--- src/rtl/spi_master_ctrl_if.sv ---
// ----------------------------------------------------------------------------
// spi_master_ctrl_if
//
// Groups every non-clock signal of the byte-level SPI master sequencer into
// one bundle. The signals fall into three groups:
//   register side : start, tx_data (to controller); busy, done, rx_data (back)
//   shift register: sr_ld, sr_ld_data, sr_sh (to shift register);
//                   sr_dstr = {MISO, shr[7:1]} (from shift register)
//   SPI pins      : sck, ss_n (from controller)
//
// modport master : the sequencer itself (spi_master_ctrl)
// modport slave  : whatever surrounds it (register logic + shift register)
// ----------------------------------------------------------------------------
interface spi_master_ctrl_if;
    logic       start;
    logic [7:0] tx_data;
    logic       busy;
    logic       done;
    logic [7:0] rx_data;
    logic       sr_ld;
    logic [7:0] sr_ld_data;
    logic       sr_sh;
    logic [7:0] sr_dstr;
    logic       sck;
    logic       ss_n;

    modport master (
        input  start, tx_data, sr_dstr,
        output busy, done, rx_data, sr_ld, sr_ld_data, sr_sh, sck, ss_n
    );

    modport slave (
        output start, tx_data, sr_dstr,
        input  busy, done, rx_data, sr_ld, sr_ld_data, sr_sh, sck, ss_n
    );
endinterface

--- src/rtl/spi_master_ctrl.sv ---
// ----------------------------------------------------------------------------
// spi_master_ctrl
//
// Byte-level SPI master sequencer (mode 0, LSB first, 8 bits per frame).
// It never touches MOSI/MISO: it only strobes an external 8-bit shift
// register (load / shift), generates SCK and active-low slave select, and
// latches the received byte from the shift register's parallel store output.
//
// Parameters:
//   DIV   SCK half-period in clk cycles (1..255)
//
// Ports:
//   clk   system clock
//   rst   synchronous, active-high reset
//   bus   spi_master_ctrl_if.master
//           start/tx_data in, busy/done/rx_data out,
//           sr_ld/sr_ld_data/sr_sh out, sr_dstr in, sck/ss_n out
// ----------------------------------------------------------------------------
module spi_master_ctrl #(
    parameter int DIV = 2
) (
    input  logic               clk,
    input  logic               rst,
    spi_master_ctrl_if.master  bus
);

    typedef enum logic [2:0] {
        IDLE,
        LOAD,
        LOW,
        HIGH,
        HOLD,
        DONE
    } state_t;

    // Value of div_cnt on the final cycle of a LOW/HIGH/HOLD phase.
    localparam logic [7:0] DIV_LAST = 8'(DIV - 1);

    state_t     state_q, state_d;
    logic [7:0] div_cnt_q, div_cnt_d;
    logic [2:0] bit_cnt_q, bit_cnt_d;
    logic [7:0] tx_buf_q, tx_buf_d;
    logic [7:0] rx_data_q, rx_data_d;
    logic       phase_end;

    assign phase_end = (div_cnt_q == DIV_LAST);

    // State and counter registers. Reset aborts a frame on the spot, so the
    // partially shifted byte never reaches rx_data and no done pulse is
    // produced.
    always_ff @(posedge clk) begin
        if (rst) begin
            state_q   <= IDLE;
            div_cnt_q <= 8'h00;
            bit_cnt_q <= 3'd0;
            tx_buf_q  <= 8'h00;
            rx_data_q <= 8'h00;
        end else begin
            state_q   <= state_d;
            div_cnt_q <= div_cnt_d;
            bit_cnt_q <= bit_cnt_d;
            tx_buf_q  <= tx_buf_d;
            rx_data_q <= rx_data_d;
        end
    end

    // Next-state logic and output decode. All outputs come from registered
    // state and counters only, so nothing here depends combinationally on
    // start. The shift strobe sits on the last HIGH cycle so the shift
    // register moves on the same clk edge where SCK falls; on the eighth
    // bit the parallel store value already contains the complete byte,
    // which is why rx_data is captured from sr_dstr in that same cycle.
    always_comb begin
        state_d   = state_q;
        div_cnt_d = div_cnt_q;
        bit_cnt_d = bit_cnt_q;
        tx_buf_d  = tx_buf_q;
        rx_data_d = rx_data_q;

        bus.busy  = 1'b0;
        bus.done  = 1'b0;
        bus.sr_ld = 1'b0;
        bus.sr_sh = 1'b0;
        bus.sck   = 1'b0;
        bus.ss_n  = 1'b1;

        case (state_q)
            IDLE: begin
                if (bus.start) begin
                    tx_buf_d = bus.tx_data;
                    state_d  = LOAD;
                end
            end

            LOAD: begin
                bus.busy  = 1'b1;
                bus.sr_ld = 1'b1;
                bus.ss_n  = 1'b0;
                div_cnt_d = 8'h00;
                bit_cnt_d = 3'd0;
                state_d   = LOW;
            end

            LOW: begin
                bus.busy = 1'b1;
                bus.ss_n = 1'b0;
                if (phase_end) begin
                    div_cnt_d = 8'h00;
                    state_d   = HIGH;
                end else begin
                    div_cnt_d = div_cnt_q + 8'd1;
                end
            end

            HIGH: begin
                bus.busy = 1'b1;
                bus.ss_n = 1'b0;
                bus.sck  = 1'b1;
                if (phase_end) begin
                    bus.sr_sh = 1'b1;
                    div_cnt_d = 8'h00;
                    bit_cnt_d = bit_cnt_q + 3'd1;
                    if (bit_cnt_q == 3'd7) begin
                        rx_data_d = bus.sr_dstr;
                        state_d   = HOLD;
                    end else begin
                        state_d   = LOW;
                    end
                end else begin
                    div_cnt_d = div_cnt_q + 8'd1;
                end
            end

            HOLD: begin
                bus.busy = 1'b1;
                bus.ss_n = 1'b0;
                if (phase_end) begin
                    div_cnt_d = 8'h00;
                    state_d   = DONE;
                end else begin
                    div_cnt_d = div_cnt_q + 8'd1;
                end
            end

            DONE: begin
                bus.done = 1'b1;
                state_d  = IDLE;
            end

            default: begin
                state_d = IDLE;
            end
        endcase
    end

    assign bus.sr_ld_data = tx_buf_q;
    assign bus.rx_data    = rx_data_q;

endmodule

--- src/flat_wrapper.sv ---
// flat-port wrapper written by rule: the top's interface ports become plain ports
module spi_master_ctrl_flat 
#(
    parameter int DIV = 2
)
  (clk, rst, bus_start, bus_tx_data, bus_sr_dstr, bus_busy, bus_done, bus_rx_data, bus_sr_ld, bus_sr_ld_data, bus_sr_sh, bus_sck, bus_ss_n);
  spi_master_ctrl_if bus_i ();
  input  logic clk;
  input  logic rst;
  input wire logic [$bits(bus_i.start)-1:0] bus_start;
  input wire logic [$bits(bus_i.tx_data)-1:0] bus_tx_data;
  input wire logic [$bits(bus_i.sr_dstr)-1:0] bus_sr_dstr;
  output wire logic [$bits(bus_i.busy)-1:0] bus_busy;
  output wire logic [$bits(bus_i.done)-1:0] bus_done;
  output wire logic [$bits(bus_i.rx_data)-1:0] bus_rx_data;
  output wire logic [$bits(bus_i.sr_ld)-1:0] bus_sr_ld;
  output wire logic [$bits(bus_i.sr_ld_data)-1:0] bus_sr_ld_data;
  output wire logic [$bits(bus_i.sr_sh)-1:0] bus_sr_sh;
  output wire logic [$bits(bus_i.sck)-1:0] bus_sck;
  output wire logic [$bits(bus_i.ss_n)-1:0] bus_ss_n;
  assign bus_i.start = bus_start;
  assign bus_i.tx_data = bus_tx_data;
  assign bus_i.sr_dstr = bus_sr_dstr;
  assign bus_busy = bus_i.busy;
  assign bus_done = bus_i.done;
  assign bus_rx_data = bus_i.rx_data;
  assign bus_sr_ld = bus_i.sr_ld;
  assign bus_sr_ld_data = bus_i.sr_ld_data;
  assign bus_sr_sh = bus_i.sr_sh;
  assign bus_sck = bus_i.sck;
  assign bus_ss_n = bus_i.ss_n;
  spi_master_ctrl #(.DIV(DIV)) u_core (.clk(clk), .rst(rst), .bus(bus_i));
endmodule
--- config.mk ---
export PLATFORM = sky130hd
export DESIGN_NAME = spi_master_ctrl_flat
export DESIGN_NICKNAME = d
export VERILOG_FILES = /design/src/rtl/spi_master_ctrl_if.sv /design/src/rtl/spi_master_ctrl.sv /design/src/flat_wrapper.sv
export SDC_FILE = /design/constraint.sdc
export NUM_CORES = 1
export LEC_CHECK = 0
export CAP_MARGIN = 25
export CORE_MARGIN = 2
export CORE_UTILIZATION = 35
export CTS_BUF_LIST = sky130_fd_sc_hd__clkbuf_8 sky130_fd_sc_hd__clkbuf_16
export CTS_CLUSTER_SIZE = 8
export DETAILED_ROUTE_END_ITERATION = 12
export PLACE_DENSITY_LB_ADDON = 0.05
export SLEW_MARGIN = 20
export SYNTH_ARGS = -nofsm -noshare
export SYNTH_HDL_FRONTEND = slang
export SYNTH_SLANG_ARGS = --single-unit
--- constraint.sdc ---
create_clock -name clk -period 2 [get_ports clk]
set_clock_uncertainty 0.2 [all_clocks]
set_input_delay 0.4 -clock clk [delete_from_list [all_inputs] [get_ports clk]]
set_output_delay 0.4 -clock clk [all_outputs]
set_load 0.005 [all_outputs]
==> results.rst <==
.. list-table::
   :header-rows: 1

   * - Metric
     - Value
   * - Status
     - finished, final reports clean
   * - Final RePlAce weighted congestion
     - 0.833
   * - Crit-path leading delay family
     - flip-flops
   * - Count of TritonRoute iterations in the first routing pass
     - 4
   * - Worst Hold Class
     - reg2reg
   * - Type of the worst setup path
     - reg2out
   * - Pin count of the biggest net entering global routing
     - 17
   * - Maximum buffer depth of the clock tree
     - 2
   * - Final HPWL DP
     - 2490 um
   * - Max Clk Rate
     - 0.520 GHz
   * - Max H-tree Level
     - 2
   * - Worst endpoint data arrival time
     - 1320 ps
   * - Routed wire length per instance
     - 12.9 um
   * - Pre-CTS setup slack
     - -61.7 ps
   * - Netlist cell types
     - 35
   * - Antenna diode count
     - 0
   * - Synth area leader
     - sky130_fd_sc_hd__dfxtp_1
   * - Syn Inst Count
     - 158
   * - GR Util All Layers
     - 0.168
   * - Buffers added on ports
     - 40
   * - Ratio of routed vias to standard cells
     - 4.93
   * - Height of the chip
     - 67.6 um
   * - Critical Path RT
     - 1400 ps
   * - Type of origin of the critical path
     - register
   * - Most frequent cell after synthesis
     - sky130_fd_sc_hd__dfxtp_1
   * - Initial standard-cell utilization of the core
     - 0.359
   * - Static leakage
     - 0.945 nW
   * - Post-route worst setup slack
     - 76.1 ps
   * - Power per unit of standard cell area
     - 679 nW/um2
   * - CTS Buf Count
     - 5
   * - Buffers plus inverters on the worst setup path
     - 2
   * - Share of async-settable or async-resettable flops after synthesis
     - 0
   * - Top post-synthesis cells by area
     - sky130_fd_sc_hd__dfxtp_1, sky130_fd_sc_hd__mux2i_1, sky130_fd_sc_hd__nand2_1
   * - Final routed wirelength across all metal layers
     - 3520 um
   * - Core Region
     - 3940 um2
   * - Clock network latency to the later pin of the worst-skew pair
     - 290 ps
   * - Portion of the post-synthesis area used by sequential elements
     - 0.425
   * - Wire length of the first global-routing pass
     - 5540 um
   * - Max stage delay cell, worst path
     - sky130_fd_sc_hd__dfxtp_4
   * - Max IR drop VDD
     - 344 uV
   * - Maximum capacitance violations
     - 0
   * - CTS tree
     - done
   * - Portion of synthesized cell area occupied by the leading cell type
     - 0.425
   * - DR vias
     - 1340
   * - Max-slew violations
     - 0
   * - Synth Register Bits
     - 30
   * - Number of global-route vias before repair
     - 1218
   * - Worst Max-Slew Pin Slew
     - 389 ps
   * - Post-DRT Antenna Nets
     - 0
   * - Die area
     - 4560 um2
   * - Root buffer cell
     - sky130_fd_sc_hd__clkbuf_8
   * - Period utilisation layout
     - 0.962
   * - Post-cts hold buffer count
     - 0
   * - Yosys warning count
     - 0
   * - DRC viols
     - 0
   * - Number of antenna violations at the first check in global routing
     - 0
   * - Final-report hold violation count
     - 0
   * - Number of nets in the synthesized netlist
     - 181
   * - Clock-pin transition on the worst setup and hold timing paths
     - 70 ps
   * - Setup repair after global routing missed its margin
     - true
   * - Utilization after layout
     - 0.550
   * - Total of endpoints with negative setup slack in the final report
     - 0
   * - CP Capture Type
     - primary output
   * - Fin crit period
     - 1920 ps
   * - Standard-cell row count
     - 23
   * - Fill cell count
     - 348
   * - Post-layout nets
     - 245
   * - Die width
     - 67.6 um
   * - Top cells by count, synth
     - sky130_fd_sc_hd__dfxtp_1, sky130_fd_sc_hd__nand2_1, sky130_fd_sc_hd__nor2_1, sky130_fd_sc_hd__a21oi_1, sky130_fd_sc_hd__mux2i_1
   * - Per-instance average area after synthesis
     - 8.95 um2
   * - Layout cells sized above 1
     - 0.239
   * - Critical path cell sequence
     - and3b_2 -> buf_4 -> dlygate4sd2_1
   * - Worst slew margin relative to its limit
     - 0.741
   * - Maximum fanout along the worst path
     - 8
   * - Initial DRC Count
     - 78
   * - Commonest register cell after synthesis
     - sky130_fd_sc_hd__dfxtp_1
   * - CTS sink count
     - 30
   * - Slowest cell delay on critical path
     - 400 ps
   * - Global-route congestion overflow total
     - 0
   * - Number of synthesized flops with an enable pin
     - 0
   * - Syn-to-layout area delta
     - 53.3%
   * - Ports
     - 41
   * - Mapped Area
     - 1410 um2
## registers in the layout, summed over array words and instances (netlist names)
| signal | count |
|---|---|
| u_core.div_cnt_q | 8 |
| u_core.bit_cnt_q | 3 |
| u_core.bus.sr_ld_data | 8 |
| u_core.state_q | 3 |
| u_core.bus.rx_data | 8 |
## kinds of logic (layout without fill, tap and decap cells)
| kind of cell | count (synthesis) | after routing | synth area share |
|---|---|---|---|
| xor+xnor | 1 | 1 | 0.00620 |
| fa+ha+maj | 4 | 4 | 0.0354 |
| buf+inv | 14 | 78 | 0.0584 |
| flops | 30 | 30 | 0.425 |
| simple gates | 73 | 73 | 0.278 |
| mux | 10 | 10 | 0.0708 |
| compound gates | 26 | 26 | 0.127 |
## final timing paths
check / from / end / slack, ps / depth (start not counted)
worst max-delay path: u_core.state_q[2] / bus_sck / 80 / 3
worst min-delay path: u_core.bus.sr_ld_data[6] / u_core.bus.sr_ld_data[6] / 260 / 2
worst max register to register: u_core.div_cnt_q[1] / u_core.div_cnt_q[6] / 100 / 7
worst min register to register: u_core.bus.sr_ld_data[6] / u_core.bus.sr_ld_data[6] / 260 / 2
## cell type report
type                       instances  area (um2)  area share
sequential                        30         614       0.283
clock inverter                     1        30.0      0.0139
inverter                           5        18.8     0.00866
multi-input combinational        114         771       0.356
tap                               50        62.6      0.0289
clock buffer                       6        82.6      0.0381
timing repair buffer              66         588       0.271
## worst register-to-register path, stage by stage (launching register included)
cell,delay (ps)
sky130_fd_sc_hd__dfxtp_2,330
sky130_fd_sc_hd__inv_1,40
sky130_fd_sc_hd__ha_1,160
sky130_fd_sc_hd__nor4b_4,130
sky130_fd_sc_hd__buf_4,180
sky130_fd_sc_hd__a22o_4,270
sky130_fd_sc_hd__or3_1,350
sky130_fd_sc_hd__a31oi_1,160
## power breakdown
part / switching (mW) / internal [mW] / total (mW)
Clock: 0.223 / 0.398 / 0.621
Sequential: 0.0159 / 0.614 / 0.630
Combinational: 0.0919 / 0.129 / 0.221
Total: 0.331 / 1.14 / 1.47
## cells in the final DEF, fill, tap and decap left out, types with 2 or more instances in the layout
master                            Yosys  final
sky130_fd_sc_hd__and3b_2              2      2
sky130_fd_sc_hd__nand3_1              9      8
sky130_fd_sc_hd__clkdlybuf4s50_1      0     34
sky130_fd_sc_hd__or3_1                4      4
sky130_fd_sc_hd__dfxtp_1             30     25
sky130_fd_sc_hd__a21oi_1             11     11
sky130_fd_sc_hd__inv_1                5      5
sky130_fd_sc_hd__dfxtp_4              0      3
sky130_fd_sc_hd__buf_4                1     26
sky130_fd_sc_hd__a31oi_1              5      5
sky130_fd_sc_hd__ha_1                 4      4
sky130_fd_sc_hd__nand2_1             23     23
sky130_fd_sc_hd__mux2i_1             10     10
sky130_fd_sc_hd__nand3b_1             3      3
sky130_fd_sc_hd__dlygate4sd2_1        0      4
sky130_fd_sc_hd__a22o_1               4      3
sky130_fd_sc_hd__clkbuf_8             0      6
sky130_fd_sc_hd__dfxtp_2              0      2
sky130_fd_sc_hd__and3_1               2      2
sky130_fd_sc_hd__o2bb2ai_1            3      3
sky130_fd_sc_hd__nor2_1              17     16
sky130_fd_sc_hd__nand4_1              4      4
## per-layer routing
metal  up-vias  share of wire  global-route usage
met2        35           0.47               0.266
met5         -              0                   0
li1        682              -                   -
met4         0          0.011              0.0714
met1       618           0.46               0.201
met3         5          0.057              0.0650
## stage by stage
stage / hold WS, ps / area [um2] / TNS [ps] / total power [mW] / instances
2_1_floorplan: 253 / 1410 / 0 / 0.734 / 158
3_3_place_gp: 241 / 1980 / -49.2 / 0.850 / 261
3_5_place_dp: 251 / 1980 / -75.6 / 0.854 / 261
4_1_cts: 262 / 2150 / 0 / 1.49 / 271
5_1_grt: 273 / 2170 / -4.62 / 1.54 / 272
6_report: 257 / 2170 / 0 / 1.47 / 272
## timing repair
action,4_1_cts,5_1_grt
hold endpoints to repair,0,0
resized for setup,19,4
buffers inserted,3,1
pin swaps,1,2
endpoints found under the setup margin,6,3
No activity file was read; power rests on OpenSTA's default activity.
